### config.mk
export PLATFORM = sky130hd
export DESIGN_NAME = div_iter
export DESIGN_NICKNAME = d
export VERILOG_FILES = /design/src/rtl/div_iter_pkg.sv /design/src/rtl/div_iter_step.sv /design/src/rtl/div_iter.sv
export SDC_FILE = /design/constraint.sdc
export NUM_CORES = 1
export LEC_CHECK = 0
export ABC_AREA = 1
export BUFFER_PORTS_ARGS = -buffer_cell sky130_fd_sc_hd__buf_2
export CAP_MARGIN = 0
export CORE_ASPECT_RATIO = 1.4
export CORE_MARGIN = 2
export CORE_UTILIZATION = 41
export DETAILED_ROUTE_END_ITERATION = 10
export MAX_ROUTING_LAYER = met4
export PLACE_DENSITY = 0.63
export SETUP_SLACK_MARGIN = 0.02
export SYNTH_ARGS = -nofsm -noshare
export SYNTH_HDL_FRONTEND = slang
export SYNTH_SLANG_ARGS = --single-unit
### constraint.sdc
create_clock -name clk -period 3.77 [get_ports clk]
set_input_delay 0.5655 -clock clk [delete_from_list [all_inputs] [get_ports clk]]
set_output_delay 0.5655 -clock clk [all_outputs]
set_load 0.02 [all_outputs]
### src/rtl/div_iter_pkg.sv
// Shared state codes and handshake constants for the iterative divider.
package div_iter_pkg;

  typedef enum logic [1:0] {
    DIV_IDLE = 2'b00,
    DIV_CALC = 2'b01,
    DIV_DONE = 2'b10
  } div_state_e;

  localparam logic DIV_START            = 1'b1;
  localparam logic DIV_STOP             = 1'b0;
  localparam logic DIV_RESULT_READY     = 1'b1;
  localparam logic DIV_RESULT_NOT_READY = 1'b0;

endpackage

### src/rtl/div_iter_step.sv
// Combinational restoring-division slice: BITS_PER_CYCLE shift/trial-subtract steps, MSB first.
module div_iter_step #(
  parameter int WIDTH          = 32,
  parameter int BITS_PER_CYCLE = 1
) (
  input  logic [WIDTH:0]          rem_in,
  input  logic [BITS_PER_CYCLE-1:0] dvd_bits,
  input  logic [WIDTH-1:0]        divisor,
  output logic [WIDTH:0]          rem_out,
  output logic [BITS_PER_CYCLE-1:0] q_bits
);

  logic [WIDTH:0]   r;
  logic [WIDTH+1:0] trial;

  // rem_in is always below the divisor, so the shifted value fits in WIDTH+1 bits
  always_comb begin
    q_bits = '0;
    r      = rem_in;
    trial  = '0;
    for (int i = BITS_PER_CYCLE - 1; i >= 0; i--) begin
      trial = {r, dvd_bits[i]} - {2'b00, divisor};
      if (!trial[WIDTH+1]) begin
        r         = trial[WIDTH:0];
        q_bits[i] = 1'b1;
      end else begin
        r = {r[WIDTH-1:0], dvd_bits[i]};
      end
    end
    rem_out = r;
  end

endmodule

### src/rtl/div_iter.sv
// Iterative signed/unsigned divider; result_o = {remainder, quotient}, held until the next DONE.
//   state    | meaning
//   DIV_IDLE | waiting for start_i
//   DIV_CALC | resolving BITS_PER_CYCLE quotient bits per cycle
//   DIV_DONE | one-cycle ready_o pulse, result_o valid
module div_iter
  import div_iter_pkg::*;
#(
  parameter int WIDTH          = 32,
  parameter int BITS_PER_CYCLE = 1
) (
  input  logic                 clk,
  input  logic                 resetn,
  input  logic                 start_i,
  input  logic                 signed_i,
  input  logic [WIDTH-1:0]     opdata1_i,
  input  logic [WIDTH-1:0]     opdata2_i,
  input  logic                 annul_i,
  output logic [2*WIDTH-1:0]   result_o,
  output logic                 ready_o,
  output logic                 busy_o,
  output logic                 div_by_zero_o
);

  localparam int N  = WIDTH / BITS_PER_CYCLE;
  localparam int CW = $clog2(N + 1);

  div_state_e state, state_nxt;
  logic [CW-1:0]    cnt;
  logic [WIDTH-1:0] dq;
  logic [WIDTH-1:0] dsr;
  logic [WIDTH:0]   rem;
  logic             neg_q, neg_r;

  logic [WIDTH:0]            rem_nxt;
  logic [BITS_PER_CYCLE-1:0] q_bits;
  logic [WIDTH-1:0]          dq_nxt, q_fix, r_fix;
  logic                      a_neg, b_neg, last;
  logic [WIDTH-1:0]          a_mag, b_mag;

  div_iter_step #(
    .WIDTH          (WIDTH),
    .BITS_PER_CYCLE (BITS_PER_CYCLE)
  ) u_step (
    .rem_in   (rem),
    .dvd_bits (dq[WIDTH-1 -: BITS_PER_CYCLE]),
    .divisor  (dsr),
    .rem_out  (rem_nxt),
    .q_bits   (q_bits)
  );

  // dq holds the unconsumed dividend bits on top and the quotient bits shifting in below
  assign dq_nxt = (dq << BITS_PER_CYCLE) | WIDTH'(q_bits);
  assign q_fix  = neg_q ? -dq_nxt : dq_nxt;
  assign r_fix  = neg_r ? -rem_nxt[WIDTH-1:0] : rem_nxt[WIDTH-1:0];
  assign last   = (cnt == CW'(1));

  assign a_neg = signed_i & opdata1_i[WIDTH-1];
  assign b_neg = signed_i & opdata2_i[WIDTH-1];
  assign a_mag = a_neg ? -opdata1_i : opdata1_i;
  assign b_mag = b_neg ? -opdata2_i : opdata2_i;

  always_ff @(posedge clk or negedge resetn) begin
    if (!resetn) state <= DIV_IDLE;
    else         state <= state_nxt;
  end

  always_comb begin
    state_nxt = state;
    case (state)
      DIV_IDLE: if (start_i == DIV_START)
                  state_nxt = (opdata2_i == '0) ? DIV_DONE : DIV_CALC;
      DIV_CALC: if (annul_i)   state_nxt = DIV_IDLE;
                else if (last) state_nxt = DIV_DONE;
      DIV_DONE: state_nxt = DIV_IDLE;
      default:  state_nxt = DIV_IDLE;
    endcase
  end

  always_ff @(posedge clk or negedge resetn) begin
    if (!resetn) begin
      cnt           <= '0;
      dq            <= '0;
      dsr           <= '0;
      rem           <= '0;
      neg_q         <= 1'b0;
      neg_r         <= 1'b0;
      result_o      <= '0;
      div_by_zero_o <= 1'b0;
    end else begin
      case (state)
        DIV_IDLE: if (start_i == DIV_START) begin
          if (opdata2_i == '0) begin
            result_o      <= {opdata1_i, {WIDTH{1'b1}}};
            div_by_zero_o <= 1'b1;
          end else begin
            dq    <= a_mag;
            dsr   <= b_mag;
            rem   <= '0;
            cnt   <= CW'(N);
            neg_q <= a_neg ^ b_neg;
            neg_r <= a_neg;
          end
        end
        DIV_CALC: if (annul_i) begin
          cnt <= '0;
        end else begin
          dq  <= dq_nxt;
          rem <= rem_nxt;
          cnt <= cnt - CW'(1);
          if (last) begin
            result_o      <= {r_fix, q_fix};
            div_by_zero_o <= 1'b0;
          end
        end
        default: ;
      endcase
    end
  end

  assign ready_o = (state == DIV_DONE) ? DIV_RESULT_READY : DIV_RESULT_NOT_READY;
  assign busy_o  = (state == DIV_CALC);

endmodule

* After elaboration in Yosys (flattened, before gate mapping)
Cells that the tools add are included.
** Operators by class
- Bitwise operators :: 5
- Equality and inequality tests :: 9
- Add/sub/neg operators :: 6
- Mux-type cells :: 34
- Reductions and logical operators :: 8
** Operator list (number)
- 64-bit 2-to-1 mux :: 4
- 32-bit 2-to-1 mux :: 7
- 33-bit 2-to-1 mux :: 4
- 32-bit negation :: 4
- 64-bit one-hot mux with 2 select lines :: 1
- 33-bit one-hot mux with 2 select lines :: 1
- 32-bit one-hot mux with 2 select lines :: 1
- 34-bit by 32-bit subtractor with 34-bit output :: 1
- 32-bit logical NOT :: 1
- 32-bit by 1-bit bitwise OR with 32-bit output :: 1
- 6-bit 2-to-1 mux :: 3
- 6-bit one-hot mux with 2 select lines :: 1
- 2-bit 2-to-1 mux :: 4
- 2-bit inequality test (second input constant) :: 4
- 6-bit by 1-bit == test with 1-bit output (second input constant) :: 1
- 1-bit 2-to-1 mux :: 6
- 3-bit AND reduction :: 2
- 6-bit by 1-bit subtractor with 6-bit output (second input constant) :: 1
- 5-bit AND reduction :: 1
- 2-bit one-hot mux with 2 select lines :: 1
- 4-bit AND reduction :: 1
- 3-bit by 2-bit inequality test with 1-bit output (second input constant) :: 1
- 1-bit AND :: 2
- 2-bit by 1-bit == test with 1-bit output (second input constant) :: 1
- other kinds (8) :: 8
** Storage, ports and cells
- Output and inout port bits :: 67
- Word-level logic and storage cells :: 71
- Register bits after elaboration :: 172

* Longest topological paths before layout
- Word-level depth :: 8
- Gate-level depth with buffers :: 28
- Gate-level depth less buffers :: 27

* Cells and area by module
Synthesis repeated with hierarchy kept, for this count alone.
** Second synthesis, totals
- Cell total of the unflattened synthesis :: 2403
- Area, all modules :: 14327.5 um^2
** Modules (own cells, without submodules)
- div_iter :: cells each 1682, times used 1, area an instance 10882.9 um^2, seq. area each 4304.1 um^2
- div_iter_step :: cells each 721, times used 1, area an instance 3444.6 um^2, seq. area each 0.0 um^2

* Worst setup path after synthesis
No wires, ideal clock.
- Path type :: register -> register
- Start :: register rem[11]
- End :: register result_o[28]
- Cell stages (with the launch flop) :: 24
- Buffers on the path :: 1
- Setup time :: 78 ps
- Setup slack :: 198 ps
- Arrival :: 3494 ps
- Cells stage by stage :: dfrtp_1 > ha_1 > nand2_1 > inv_2 > nand2_1 > nand3_1 > a21oi_2 > nand2_4 > nand2_4 > nand3_1 > nand2_4 > buf_4 > ha_1 > inv_1 > nor3_1 > nand3_1 > nor3_1 > nand3_1 > nor2_1 > a41oi_1 > nor2_1 > o21ai_0 > xor2_1 > a21oi_1
** On the way
- Cells in the longest elaborated chain, start to end :: 8
** Ends and longest elaborated chain
- start, declared :: RTL line div_iter.sv:32 : logic [WIDTH:0] rem;
- start signal, assigned :: RTL line div_iter.sv:109 : rem <= rem_nxt;
- 34-bit by 32-bit subtractor with 34-bit output :: RTL line div_iter_step.sv:22 : trial = {r, dvd_bits[i]} - {2'b00, divisor};
- 1-bit 2-to-1 mux :: RTL line div_iter_step.sv:23 : if (!trial[WIDTH+1]) begin
- 32-bit by 1-bit bitwise OR with 32-bit output :: RTL line div_iter.sv:53 : assign dq_nxt = (dq << BITS_PER_CYCLE) | WIDTH'(q_bits);
- 32-bit negation :: RTL line div_iter.sv:54 : assign q_fix = neg_q ? -dq_nxt : dq_nxt;
- 32-bit 2-to-1 mux :: RTL line div_iter.sv:54
- 64-bit 2-to-1 mux :: RTL line div_iter.sv:111 : if (last) begin
- 64-bit 2-to-1 mux :: RTL line div_iter.sv:105 : DIV_CALC: if (annul_i) begin
- 64-bit one-hot mux with 2 select lines :: RTL line div_iter.sv:91 : case (state)
- end signal, assigned :: RTL line div_iter.sv:94 : result_o <= {opdata1_i, {WIDTH{1'b1}}};
- end signal, assigned :: RTL line div_iter.sv:112 : result_o <= {r_fix, q_fix};
- end, declared :: RTL line div_iter.sv:19 : output logic [2*WIDTH-1:0] result_o,
Every way passes these cells. The select of a mux whose other input is x is not followed.
A chain may end at the register's enable or synchronous reset.

* Worst setup path in the final report
- Start :: register rem[20]
- End :: register result_o[24]
The elaborated chain is that of the path after synthesis.

==> metrics.md <==
| Metric | Value |
|---|---|
| R2r worst-path depth | 21 |
| Maximum clock frequency | 0.2799 GHz |
| FF-to-FF End | result_o[24] |
| Initial Utilization | 0.4142 |
| Area of the multi-input gates | 0.008165 sq mm |
| Final GP Congestion | 0.9344 |
| Dpl cells | ~2600 |
| Wirelength per Cell | ~17 um |
| Critical Path Start Type | register |
| Synth Net Count | approximately 2200 |
| Final setup fails | 0 |
| Total track usage | 0.2710 |
| Post-Synth Adder-Cell Area | 0.03714 |
| Worst endpoint required time | 4.11 ns |
| Register area | between 0.004 and 0.005 sq mm |
| Mux cell area share after synthesis | 0 |
| CTS Buffer Depth | 2 |
| Post-route minimum period | 3.573 ns |
| Yosys Warn Count | 0 |
| Fin Setup TNS | 0 ns |
| Critical path class | register to register |
| Instance count of the mapped netlist | slightly above 2000 |
| Max Cap Viol | 0 |
| Via density | 5.218 |
| Cell taking the most area after synthesis | dfrtp_1 |
| Largest family of logic cells by synthesized area | simple AND/OR/NAND/NOR gates |
| Compound-Gate Fraction of Synth Area | 0.1440 |
| Largest net degree at the start of global routing | 111 |
| Asr flop ratio synth | 1.000 |
| # fillers | approximately 3300 |
| Clock root buffer | clkbuf_16 |
| Vias in the first global route | approximately 13000 |
| Nets@finish | 2328 |
| Mapped Area | approximately 0.013 sq mm |
| H-tree depth | 4 |
| Worst-path maximum fanout | 3 |
| Total number of vias | 13738 |
| CTS tree | yes |
| Simple-Gate Fraction of Synth Area | 0.3573 |
| # DRC | 0 |
| DP HPWL | 34.23 mm |
| Final Cycle Share | 0.9477 |
| Worst Tran Pin Value | 1.085 ns |
| CTS Hold Bufs | 0 |
| Area of the die | 0.03402 sq mm |
| Critical path data arrival time | 3.92 ns |
| Routed wire length | 44.37 mm |
| Library cells used by synthesis | 53 |
| IO Pins | 136 |
| Min-Delay Path Class | input pin to asynchronous set/reset pin |
| Clock sinks | 172 |
| Most common cell in the netlist | nand2_1 |
| Total CTS buffers | 17 |
| First-pass GRT wire length | 69.86 mm |
| Setup crit end kind | register |
| Layout cells sized above 1 | 0.1765 |
| Buffers on Ports | around 140 |
| Yosys top cell area share | 0.3226 |
| WHS | about 0.061 ns |
| GRT overflow | 0 |
| Post-synth top cells | nand2_1, inv_1, nor2_1 |
| Final Hold Fails | 0 |
| Initial antenna violation count | 1 |
| Cells along the critical path | ha_1 -> nand2_1 -> nor2_2 -> nand2_1 -> nor2_4 -> nand2_4 -> nand2_4 -> nand2_2 -> nand2_4 -> ha_2 -> inv_1 -> nor3_4 -> nand3_2 -> nor3_4 -> nand3_2 -> nor2_4 -> a41oi_2 -> nor2_2 -> buf_4 -> xor2_2 -> a21oi_1 |
| DR iter-0 viols | 806 |
| Final core occ | 0.4936 |
| CP max-delay cell | dfrtp_1 |
| Clock latency on the worst-skew pair | 0.46 ns |
| EDFF count, synth | 0 |
| Placeable Area | between 0.03 and 0.04 sq mm |
| Most frequent CP cell | nand2_4 |
| Reg clk slew, reported paths | 0.07 ns |
| Critical R2R Launch | rem[20] |
| Status | finished, final reports clean |
| #FFs+latches synth | 172 |
| # rows | 78 |
| Post-synth top flop | dfrtp_1 |
| Reg-to-reg slack, setup | 0.20 ns |
| Register area share after synthesis | 0.3226 |
| Drt pass-1 iters | 5 |
| Largest cells by area after synthesis | dfrtp_1, nand2_1, inv_1 |
| Area grow syn2layout | 19.17% |
| Max_slew headroom | 0.2768 |
| Chip height | 217.4 um |
| Synth Area per Inst | 6.523 sq um |
| Slew Limit Fails | 0 |
| Post-Synth XOR/XNOR Area | 0.04455 |
| Die width | between 150 and 200 um |
| Remaining antenna violation count | 0 |
| CP max stage delay | around 0.44 ns |
| Final std cells w/o fill | 2633 |
| Clock skew | 0.008308 ns |
metrics by stage:
| step | setup slack (ns) | cell area [sq um] |
|---|---|---|
| after floorplan | 0.1984 | 13340 |
| after global placement | 0.02506 | 14850 |
| after detailed placement | -0.03662 | 14850 |
| after CTS | 0.04616 | 15420 |
| after global routing | -0.03768 | 15900 |
| final | 0.1972 | 15900 |
critical path: cells and delay by family (launching register included):
kind | cells | cell delay [ns]
buf+inv | 2 | 0.22
simple gates | 14 | 1.93
xor+xnor | 1 | 0.13
compound gates | 2 | 0.21
flops | 1 | 0.44
fa+ha+maj | 2 | 0.52
cell families after synthesis:
group | after synthesis
AOI/OAI and AO/OA | 336
buffers and inverters | 323
xor gates and xnor gates | 67
DFF | 172
and+or+nand+nor | 1108
adders and majority gates | 39
registers in the layout (all words and copies together), names as in the netlist:
signal,flops
neg_r,1
neg_q,1
dq,32
dsr,32
rem,33
cnt,6
state,2
div_by_zero_o,1
result_o,64
worst max-delay path by stage:
stage,from,cells after the start,endpoint,slack [ns]
2_1_floorplan,rem[11],23,result_o[28],0.20
3_3_place_gp,rem[29],19,result_o[28],0.03
6_report,rem[20],21,result_o[24],0.20
3_5_place_dp,rem[29],21,result_o[24],-0.04
4_1_cts,rem[29],21,result_o[28],0.05
5_1_grt,rem[3],26,result_o[30],-0.04
area by class of cell:
type	count	area share
Antenna cell	1	0.0001574
Clock buffer	17	0.02676
Clock inverter	14	0.009208
Inverter	254	0.06005
Multi-Input combinational cell	1550	0.5136
Sequential cell	172	0.2707
Tap cell	400	0.03148
Timing Repair Buffer	225	0.08799
metal layers:
layer,up-vias,global-route usage,routed length [um]
li1,6965,-,-
met1,6361,0.3121,18570
met2,339,0.4789,22710
met3,73,0.03200,1640
met4,0,0.1058,1448
met5,-,-,0
what timing repair did:
| action | 4_1_cts | 5_1_grt |
|---|---|---|
| buffers inserted | 0 | 14 |
| gates resized for setup | 1 | 62 |
| hold endpoints to repair | 0 | 0 |
| pin swaps | 0 | 20 |
| setup endpoints to repair | 5 | 29 |
placed cells by master (no fill, tap or decap), drive strengths merged, types with 11 or more instances in the layout:
| master | Yosys | final |
|---|---|---|
| clkbuf | 48 | 17 |
| o22ai | 12 | 12 |
| inv | 251 | 252 |
| ha | 38 | 38 |
| a31oi | 19 | 19 |
| nand3 | 149 | 149 |
| nand4 | 16 | 16 |
| nor2 | 219 | 219 |
| nor3 | 38 | 38 |
| clkinv | 3 | 11 |
| nand2 | 662 | 662 |
| dfrtp | 172 | 172 |
| o21ai | 174 | 174 |
| xnor2 | 17 | 17 |
| buf | 21 | 225 |
| nor4 | 13 | 13 |
| a21oi | 80 | 80 |
| o221ai | 15 | 15 |
| xor2 | 50 | 50 |
Power is left out: the tool's default activity adds up to more than one toggle a clock period on the data nets, which glitch-free logic cannot reach.
